## src/rtl/fp_pkg.sv

```systemverilog
// fp_pkg: shared FSM state type, operand width helper and FP32 constants for the FP adder datapath
package fp_pkg;
  typedef enum logic [1:0] {IDLE, ISSUE, WAIT, RESP} fp_arb_state_t;
  function automatic int fp_width(input int exp_bits, input int mant_bits);
    return exp_bits + mant_bits + 1;
  endfunction
  localparam logic [31:0] FP32_ONE     = 32'h3F800000;
  localparam logic [31:0] FP32_TWO     = 32'h40000000;
  localparam logic [31:0] FP32_THREE   = 32'h40400000;
  localparam logic [31:0] FP32_POS_INF = 32'h7F800000;
  localparam logic [31:0] FP32_NEG_INF = 32'hFF800000;
  localparam logic [31:0] FP32_QNAN    = 32'h7FC00000;
endpackage

```

## src/rtl/fp_add_arbiter_if.sv

```systemverilog
// fp_add_arbiter_if: requester-side and adder-side signals of the shared FP adder arbiter
interface fp_add_arbiter_if
  import fp_pkg::*;
#(
  parameter int N_REQ = 4,
  parameter int W     = fp_width(8, 23)
);
  logic [N_REQ-1:0]        req_valid;
  logic [N_REQ-1:0]        req_ready;
  logic [N_REQ-1:0][W-1:0] req_a;
  logic [N_REQ-1:0][W-1:0] req_b;
  logic [N_REQ-1:0]        resp_valid;
  logic [W-1:0]            resp_data;
  logic                    resp_err;
  logic                    add_valid;
  logic [W-1:0]            add_a;
  logic [W-1:0]            add_b;
  logic [W-1:0]            add_data;
  logic                    add_done;
  modport slave (
    input  req_valid, req_a, req_b, add_data, add_done,
    output req_ready, resp_valid, resp_data, resp_err, add_valid, add_a, add_b
  );
  modport master (
    output req_valid, req_a, req_b, add_data, add_done,
    input  req_ready, resp_valid, resp_data, resp_err, add_valid, add_a, add_b
  );
endinterface

```

## src/rtl/fp_add_arbiter_rr_picker.sv

```systemverilog
// rr_picker: combinational round-robin pick of the first request at or after ptr, wrapping
module rr_picker #(
  parameter int N_REQ = 4,
  parameter int PW    = $clog2(N_REQ)
) (
  input  logic [N_REQ-1:0] req,
  input  logic [PW-1:0]    ptr,
  output logic [N_REQ-1:0] gnt,
  output logic             any
);
  logic [N_REQ-1:0] hi;
  // lowest set bit at or above ptr, else lowest set bit overall (wrap)
  always_comb begin
    hi  = req & ~((N_REQ'(1) << ptr) - N_REQ'(1));
    gnt = |hi ? hi & (~hi + N_REQ'(1)) : req & (~req + N_REQ'(1));
    any = |req;
  end
endmodule

```

## src/rtl/fp_add_arbiter.sv

```systemverilog
// fp_add_arbiter: round-robin sharing of one multi-cycle FP adder; FP_ADD_ARB_TIMEOUT_EN adds a WAIT watchdog
module fp_add_arbiter
  import fp_pkg::*;
#(
  parameter int N_REQ     = 4,
  parameter int EXP_BITS  = 8,
  parameter int MANT_BITS = 23,
  parameter int TIMEOUT   = 64
) (
  input logic             clk,
  input logic             reset_n,
  fp_add_arbiter_if.slave bus
);
  localparam int W  = fp_width(EXP_BITS, MANT_BITS);
  localparam int PW = $clog2(N_REQ);

  fp_arb_state_t    state_q, state_d;
  logic [PW-1:0]    ptr_q, ptr_d, g_q, g_d, gidx;
  logic [W-1:0]     a_q, a_d, b_q, b_d, data_q, data_d;
  logic             err_q, err_d, any, accept, to_hit;
  logic [N_REQ-1:0] gnt;

  rr_picker #(.N_REQ(N_REQ), .PW(PW)) u_pick (
    .req (bus.req_valid),
    .ptr (ptr_q),
    .gnt (gnt),
    .any (any)
  );

  always_comb begin
    gidx = '0;
    for (int i = 0; i < N_REQ; i++) gidx = gnt[i] ? PW'(i) : gidx;
  end

`ifdef FP_ADD_ARB_TIMEOUT_EN
  localparam int CW = $clog2(TIMEOUT + 1) > 8 ? $clog2(TIMEOUT + 1) : 8;
  logic [CW-1:0] cnt_q, cnt_d;
  // counter is zero on the first WAIT cycle, so RESP follows exactly TIMEOUT WAIT cycles
  always_comb begin
    cnt_d  = state_q == WAIT ? cnt_q + 1'b1 : '0;
    to_hit = state_q == WAIT && cnt_q + 1'b1 == CW'(TIMEOUT);
  end
  always_ff @(posedge clk) cnt_q <= !reset_n ? '0 : cnt_d;
`else
  // without the watchdog WAIT never gives up; the comparison is constant false
  assign to_hit = TIMEOUT < 0;
`endif

  always_ff @(posedge clk) begin
    if (!reset_n) begin
      state_q <= IDLE;
      ptr_q   <= '0;
      g_q     <= '0;
      a_q     <= '0;
      b_q     <= '0;
      data_q  <= '0;
      err_q   <= 1'b0;
    end else begin
      state_q <= state_d;
      ptr_q   <= ptr_d;
      g_q     <= g_d;
      a_q     <= a_d;
      b_q     <= b_d;
      data_q  <= data_d;
      err_q   <= err_d;
    end
  end

  always_comb begin
    state_d = state_q;
    unique case (state_q)
      IDLE:    state_d = any ? ISSUE : IDLE;
      ISSUE:   state_d = WAIT;
      WAIT:    state_d = bus.add_done || to_hit ? RESP : WAIT;
      default: state_d = IDLE;
    endcase
  end

  // add_done wins over a watchdog hit landing in the same cycle
  always_comb begin
    accept = state_q == IDLE && any;
    g_d    = accept ? gidx : g_q;
    a_d    = accept ? bus.req_a[gidx] : a_q;
    b_d    = accept ? bus.req_b[gidx] : b_q;
    ptr_d  = state_q == RESP ? (g_q == PW'(N_REQ - 1) ? '0 : g_q + 1'b1) : ptr_q;
    data_d = state_q != WAIT ? data_q : bus.add_done ? bus.add_data : to_hit ? '0 : data_q;
    err_d  = state_q == WAIT && !bus.add_done && to_hit;
  end

  always_comb begin
    bus.req_ready  = state_q == IDLE ? gnt : '0;
    bus.resp_valid = state_q == RESP ? N_REQ'(1) << g_q : '0;
    bus.resp_data  = data_q;
    bus.resp_err   = err_q;
    bus.add_valid  = state_q == ISSUE;
    bus.add_a      = a_q;
    bus.add_b      = b_q;
  end
endmodule

```

## src/flat_wrapper.sv

```systemverilog
// flat-port wrapper written by rule: the top's interface ports become plain ports
module fp_add_arbiter_flat import fp_pkg::*;
#(
  parameter int N_REQ     = 4,
  parameter int EXP_BITS  = 8,
  parameter int MANT_BITS = 23,
  parameter int TIMEOUT   = 64
)
  (clk, reset_n, bus_req_valid, bus_req_a, bus_req_b, bus_add_data, bus_add_done, bus_req_ready, bus_resp_valid, bus_resp_data, bus_resp_err, bus_add_valid, bus_add_a, bus_add_b);
  fp_add_arbiter_if #(.N_REQ(N_REQ)) bus_i ();
  input logic clk;
  input logic reset_n;
  input wire logic [$bits(bus_i.req_valid)-1:0] bus_req_valid;
  input wire logic [$bits(bus_i.req_a)-1:0] bus_req_a;
  input wire logic [$bits(bus_i.req_b)-1:0] bus_req_b;
  input wire logic [$bits(bus_i.add_data)-1:0] bus_add_data;
  input wire logic [$bits(bus_i.add_done)-1:0] bus_add_done;
  output wire logic [$bits(bus_i.req_ready)-1:0] bus_req_ready;
  output wire logic [$bits(bus_i.resp_valid)-1:0] bus_resp_valid;
  output wire logic [$bits(bus_i.resp_data)-1:0] bus_resp_data;
  output wire logic [$bits(bus_i.resp_err)-1:0] bus_resp_err;
  output wire logic [$bits(bus_i.add_valid)-1:0] bus_add_valid;
  output wire logic [$bits(bus_i.add_a)-1:0] bus_add_a;
  output wire logic [$bits(bus_i.add_b)-1:0] bus_add_b;
  assign bus_i.req_valid = bus_req_valid;
  assign bus_i.req_a = bus_req_a;
  assign bus_i.req_b = bus_req_b;
  assign bus_i.add_data = bus_add_data;
  assign bus_i.add_done = bus_add_done;
  assign bus_req_ready = bus_i.req_ready;
  assign bus_resp_valid = bus_i.resp_valid;
  assign bus_resp_data = bus_i.resp_data;
  assign bus_resp_err = bus_i.resp_err;
  assign bus_add_valid = bus_i.add_valid;
  assign bus_add_a = bus_i.add_a;
  assign bus_add_b = bus_i.add_b;
  fp_add_arbiter #(.N_REQ(N_REQ), .EXP_BITS(EXP_BITS), .MANT_BITS(MANT_BITS), .TIMEOUT(TIMEOUT)) u_core (.clk(clk), .reset_n(reset_n), .bus(bus_i));
endmodule
```

## config.mk

```make
export PLATFORM = sky130hd
export DESIGN_NAME = fp_add_arbiter_flat
export DESIGN_NICKNAME = d
export VERILOG_FILES = /design/src/rtl/fp_pkg.sv /design/src/rtl/fp_add_arbiter_if.sv /design/src/rtl/fp_add_arbiter_rr_picker.sv /design/src/rtl/fp_add_arbiter.sv /design/src/flat_wrapper.sv
export SDC_FILE = /design/constraint.sdc
export NUM_CORES = 1
export LEC_CHECK = 0
export ABC_AREA = 1
export CAP_MARGIN = 20
export CORE_AREA = 2 2 156 158
export DETAILED_ROUTE_END_ITERATION = 10
export DIE_AREA = 0 0 158 160
export GPL_ROUTABILITY_DRIVEN = 0
export GPL_TIMING_DRIVEN = 0
export PLACE_DENSITY = 0.72
export SLEW_MARGIN = 20
export SYNTH_ARGS = -nofsm -noshare
export SYNTH_HDL_FRONTEND = slang
export SYNTH_SLANG_ARGS = --single-unit
```

## constraint.sdc

```tcl
create_clock -name clk -period 3.3 [get_ports clk]
set_input_delay 0.495 -clock clk [delete_from_list [all_inputs] [get_ports clk]]
set_output_delay 0.495 -clock clk [all_outputs]
set_load 0.02 [all_outputs]
```

# Word-level counts from Yosys, hierarchy flattened
# Cells that the tools add are included.
# Widths: inputs -> output; s select.
[word_totals]
ff_bits = 102
inputBits = 295
word_cells = 44
[classes]
n_addsub = 4
magnitude_cmp = 1
n_eq_ne = 5
shifts = 2
muxes = 14
bitwise_logic = 7
reduce_logical = 5
[op_table]
columns = ["op", "n"]
rows = [
  ["$bmux 32 s2", 2],
  ["$mux 32", 2],
  ["$and 4x4->4", 3],
  ["$mux 4", 3],
  ["$not 4->4", 3],
  ["$add 4x1->4 const B", 2],
  ["$reduce_or 4->1", 2],
  ["$shl 1x2->4 const A", 2],
  ["$eq 2x2->1 const B", 3],
  ["$mux 2", 3],
  ["$pmux 2 s3", 1],
  ["$sub 4x1->4 const B", 1],
  ["$lt 2x3->1 const B", 1],
  ["$mux 1", 3],
  ["$add 2x1->2 const B", 1],
  ["$eq 2x1->1 const B", 1],
  ["$logic_not 2->1", 1],
  ["$ne 2x2->1 const B", 1],
  ["$reduce_and 2->1", 1],
  ["$logic_and 1x1->1", 1],
  ["$not 1->1", 1],
]

# Depth between registers and ports, before layout
[logic_depth]
ltp_word = 13
mapped_depth = 12
ltp_nobuf = 10

# Modules after synthesis
# From an unflattened synthesis, not the netlist that was laid out.
[hier_totals]
cells_unflattened = 1243
area_unflattened_um2 = 6930.4
[modules_own_cells]
columns = ["module", "instances", "cells_per_inst", "area_per_inst_um2", "seq_area_each_um2"]
rows = [
  ["fp_add_arbiter", 1, 1222, 6830.3, 2042.0],
  ["rr_picker", 1, 21, 100.1, 0.0],
]

# Worst setup path after synthesis
# OpenSTA, ideal clock, no wires.
[synth_timing]
path_kind = "input to output"
from = "in bus_req_valid[1]"
to = "out bus_req_ready[1]"
arrival_ns = 1.549
required_ns = 2.805
setup_slack_ns = 1.256
cell_stages = 7
path_buffers = 2
path_cell_list = "inv_1 -> nor2_1 -> a21oi_2 -> nand3_1 -> clkbuf_1 -> buf_2 -> a21oi_1"
[synth_between]
elab_chain_cells = 6
word_cells_on_any_way = 10
classes_between = "add/sub (2); mux (2); bitwise (5); reduce/logical (1)"
[synth_rtl]
columns = ["item", "line_no", "source"]
rows = [
  ["start: declaration", "flat_wrapper.sv:13", "input wire logic [$bits(bus_i.req_valid)-1:0] bus_req_valid;"],
  ["$and 4x4->4", "fp_add_arbiter_rr_picker.sv:14", "hi = req & ~((N_REQ'(1) << ptr) - N_REQ'(1));"],
  ["$not 4->4", "fp_add_arbiter_rr_picker.sv:15", "gnt = |hi ? hi & (~hi + N_REQ'(1)) : req & (~req + N_REQ'(1));"],
  ["$add 4x1->4", "fp_add_arbiter_rr_picker.sv:15", ""],
  ["$and 4x4->4", "fp_add_arbiter_rr_picker.sv:15", ""],
  ["$mux 4 *", "fp_add_arbiter_rr_picker.sv:15", ""],
  ["$mux 4 *", "fp_add_arbiter.sv:91", "bus.req_ready = state_q == IDLE ? gnt : '0;"],
  ["end: declaration", "flat_wrapper.sv:18", "output wire logic [$bits(bus_i.req_ready)-1:0] bus_req_ready;"],
]
# Mark *: on every way between the ends. The rest lies on a longest branch, timed or not.

# Final worst setup path
[layout_timing]
from = "in bus_req_valid[0]"
to = "out bus_req_ready[3]"
# The elaborated chain is that of the path after synthesis.

==> results.txt <==
----------------------------------------------------
[Global routing]
  Highest-utilization routing layer at the global route stage ... met2
  Global-route wire length before repair ... roughly 46000 um
  Met3 Track Usage GR ... 7.25%
  Remaining Overflow, GRT ... 0
  Vias in the first global route ... about 8.5k
  Total routing usage reported by global routing ... 23.8%
  Initial antenna violation count ... 3
  Routing usage on met1 ... 26.3%
  Pin count of the biggest net entering global routing ... 21
  Met2 global-route usage ... 43.5%

[STA]
  Setup TNS ... 0 ns
  Final hold slack ... 0.485 ns
  Total of endpoints with negative setup slack in the final report ... 0
  Max-slew violation count ... 0
  Achievable Freq ... between 300 and 400 MHz
  Setup repair after global routing missed its margin ... false
  Tightest slew margin relative to the limit ... 59.7%
  Largest clock skew in the final design ... 0.0143 ns
  Final hold viol count ... 0
  Final period utilization ... a little over nine tenths
  Tmin final ... 3.13 ns
  Transition time at the pin with the least slew margin ... 0.605 ns

[Yosys]
  Syn Inst Count ... 1166
  Yosys synthesis warning count ... 0
  Area of the mapped netlist ... 6820 um^2
  Flops & latches, synth ... 102
  Syn Area/Cell ... 5.85 um^2
  Number of distinct standard cells referenced by the synthesized netlist ... 23
  Syn Nets ... 1470
  Register area share after synthesis ... 29.9%

[Cells and area]
  Post-route non-filler standard cell count ... 1907
  Share of cells above drive strength 1 ... roughly 5.4%
  Utilization after layout ... 48.4%
  Area added between synthesis and finish ... 69.1%
  Net count reported at finish ... 1880
  Final non-filler cell area ... 11500 um^2
  Number of fill cells ... 2483

[Worst setup path]
  Worst Setup Start Kind ... primary input
  Required time at the worst-slack endpoint ... roughly 2.8 ns
  Arrival time at the worst endpoint ... 2.64 ns
  Register-to-register setup slack ... 1.12 ns
  Reg-to-reg endpoint ... u_core.bus.add_a[26]
  Nature of the critical path endpoint ... output port
  Timing startpoint of the critical path ... bus_req_valid[0]
  Worst setup path class ... in -> out
  Launching point of the worst reg2reg path ... u_core.ptr_q[1]
  Count of cells along the worst register-to-register path ... 10
  Max FO, Critical Path ... 10

[Clocking]
  Maximum level of the CTS H-tree ... 3
  Clock tree from TritonCTS ... yes
  Post-CTS resize count ... 2
  Number of setup buffers added after CTS ... 0
  CTS buffer count ... 9
  Hold-fix buffers, CTS ... 0
  Clock-pin slew reported for the worst setup and hold paths after clock tree synthesis ... about 0.080 ns
  TritonCTS sink count ... 102
  Cell at the root of the clock tree ... clkbuf_16
  Clk_lat worst skew ... approximately 0.36 ns
  Clock buffer depth ... 2

[Die]
  Starting Density ... roughly 29%
  Ports placed on the boundary ... 401
  Die Y-Extent ... 160 um
  Floorplan die area ... 25300 um^2
  Area of the core ... 23800 um^2
  Width of the die ... 158 um
  Num rows ... 57

[Placed design]
  Detailed-placement wirelength estimate ... 24900 um
  Number of placed instances, taps included ... 1889
  Post-place instance area ... 11200 um^2
  IO Port Bufs ... 399

[Drt]
  Iter 0 DRT Violations ... 555
  Detail-routed via count per cell ... ~4.7
  # DRC ... 0
  Detailed-route via count ... slightly below 9k
  Average wire per standard cell ... 16.5 um
  Drt pass-1 iters ... 7
  Total length of routed wires ... 31400 um
  Antenna-violating nets left ... 0

[Hold path]
  Worst hold endpoint ... u_core.bus.resp_data[7]
  Number of cells on the worst hold path ... 2
  Class of the worst hold path ... reg -> reg
  Worst min-delay path startpoint ... u_core.bus.resp_data[7]

[Power]
  Total power density per cell area ... 588 nW/um^2
  VDD IR max ... 295 uV
  Reported leakage power ... 5.40 nW

[Job]
  MaxCap Viol Count ... 0

[Outcome]
  Result of the run ... finished clean

----------------------------------------------------
-- layer usage --
| metal | vias to the layer above | share of wire, % |
|---|---|---|
| li1 | 4460 | - |
| met1 | 4017 | 39 |
| met2 | 398 | 49 |
| met3 | 54 | 9.4 |
| met4 | 2 | 2.5 |
| met5 | - | 0.035 |
-- layout make-up --
cell class / instances / area (um^2) / area share, %
multi-input combinational: 788 / 3640 / 31.5
buffer: 88 / 444 / 3.85
clock inverter: 7 / 77.6 / 0.672
antenna: 2 / 5.00 / 0.0434
clock buffer: 9 / 225 / 1.95
tap: 324 / 405 / 3.51
timing repair buffer: 399 / 4000 / 34.6
inverter: 188 / 706 / 6.12
sequential: 102 / 2040 / 17.7
-- cell usage after synthesis, drive strengths merged --
master | number | area, um^2
o21ai | 36 | 184
a211oi | 1 | 7.51
buf | 65 | 353
ha | 9 | 113
clkbuf | 23 | 86.3
dfxtp | 102 | 2040
inv | 188 | 706
nor3b | 38 | 285
nand2 | 207 | 785
conb | 1 | 3.75
nor2 | 276 | 1040
nor3 | 1 | 5.00
a21oi | 7 | 38.8
nand3 | 121 | 611
nand4 | 91 | 569
-- report_power, final --
group | internal, W | switching [W] | total [W]
sequential | 0.00162 | 0.000211 | 0.00183
clock | 0.000539 | 0.000575 | 0.00111
combinational | 0.00166 | 0.00219 | 0.00385
-- worst max-delay path, stage by stage --
cell and delay, ns:
clkdlybuf4s50_1 0.58, nand2_1 0.13, nand4_1 0.15, buf_2 0.35, buf_2 0.32, nor2_1 0.06, clkdlybuf4s50_1 0.54
-- through the flow --
stage | total power [W] | worst slack (ns)
finish | 0.00679 | 0.168
global route | 0.00729 | 0.00509
CTS | 0.00685 | 0.00842
detailed placement | 0.00570 | -0.290
global placement | 0.00565 | -0.262
floorplan | 0.00395 | 1.26
-- state kept, by name, summed over array words and instances (netlist names) --
signal                cells
u_core.bus.add_a         32
u_core.bus.add_b         32
u_core.ptr_q              2
u_core.state_q            2
u_core.bus.resp_data     32
u_core.g_q                2
-- how the worst max path moves through the flow --
stage                             endpoint  slack (ns)  depth (start not counted)
after floorplan           bus_req_ready[1]        1.26                          7
after global placement    bus_req_ready[1]       -0.26                          9
after detailed placement  bus_req_ready[1]       -0.29                          9
after CTS                 bus_req_ready[1]       0.008                          9
after global routing      bus_req_ready[3]       0.005                          7
final                     bus_req_ready[3]        0.17                          7
-- kinds of logic (layout without fill, tap and decap cells) --
| logic type | count (synthesis) | in the layout | share of synthesized area, % |
|---|---|---|---|
| simple gates | 734 | 734 | 48.2 |
| buf+inv | 276 | 691 | 16.8 |
| flops | 102 | 102 | 29.9 |
| compound gates | 44 | 44 | 3.37 |
| fa+ha+maj | 9 | 9 | 1.65 |
| other cells | 1 | 3 | 0.0550 |
-- cells in the final DEF (no fill, tap or decap), drive strengths merged, types with 2 or more instances in the layout --
cell type	netlist	routed
a21oi	7	7
buf	65	66
clkbuf	23	31
clkdlybuf4s50	0	398
clkinv	0	3
dfxtp	102	102
diode	0	2
ha	9	9
inv	188	191
nand2	207	207
nand3	121	121
nand4	91	91
nor2	276	276
nor3b	38	38
o21ai	36	36
Power figures use the tool's default switching activity.
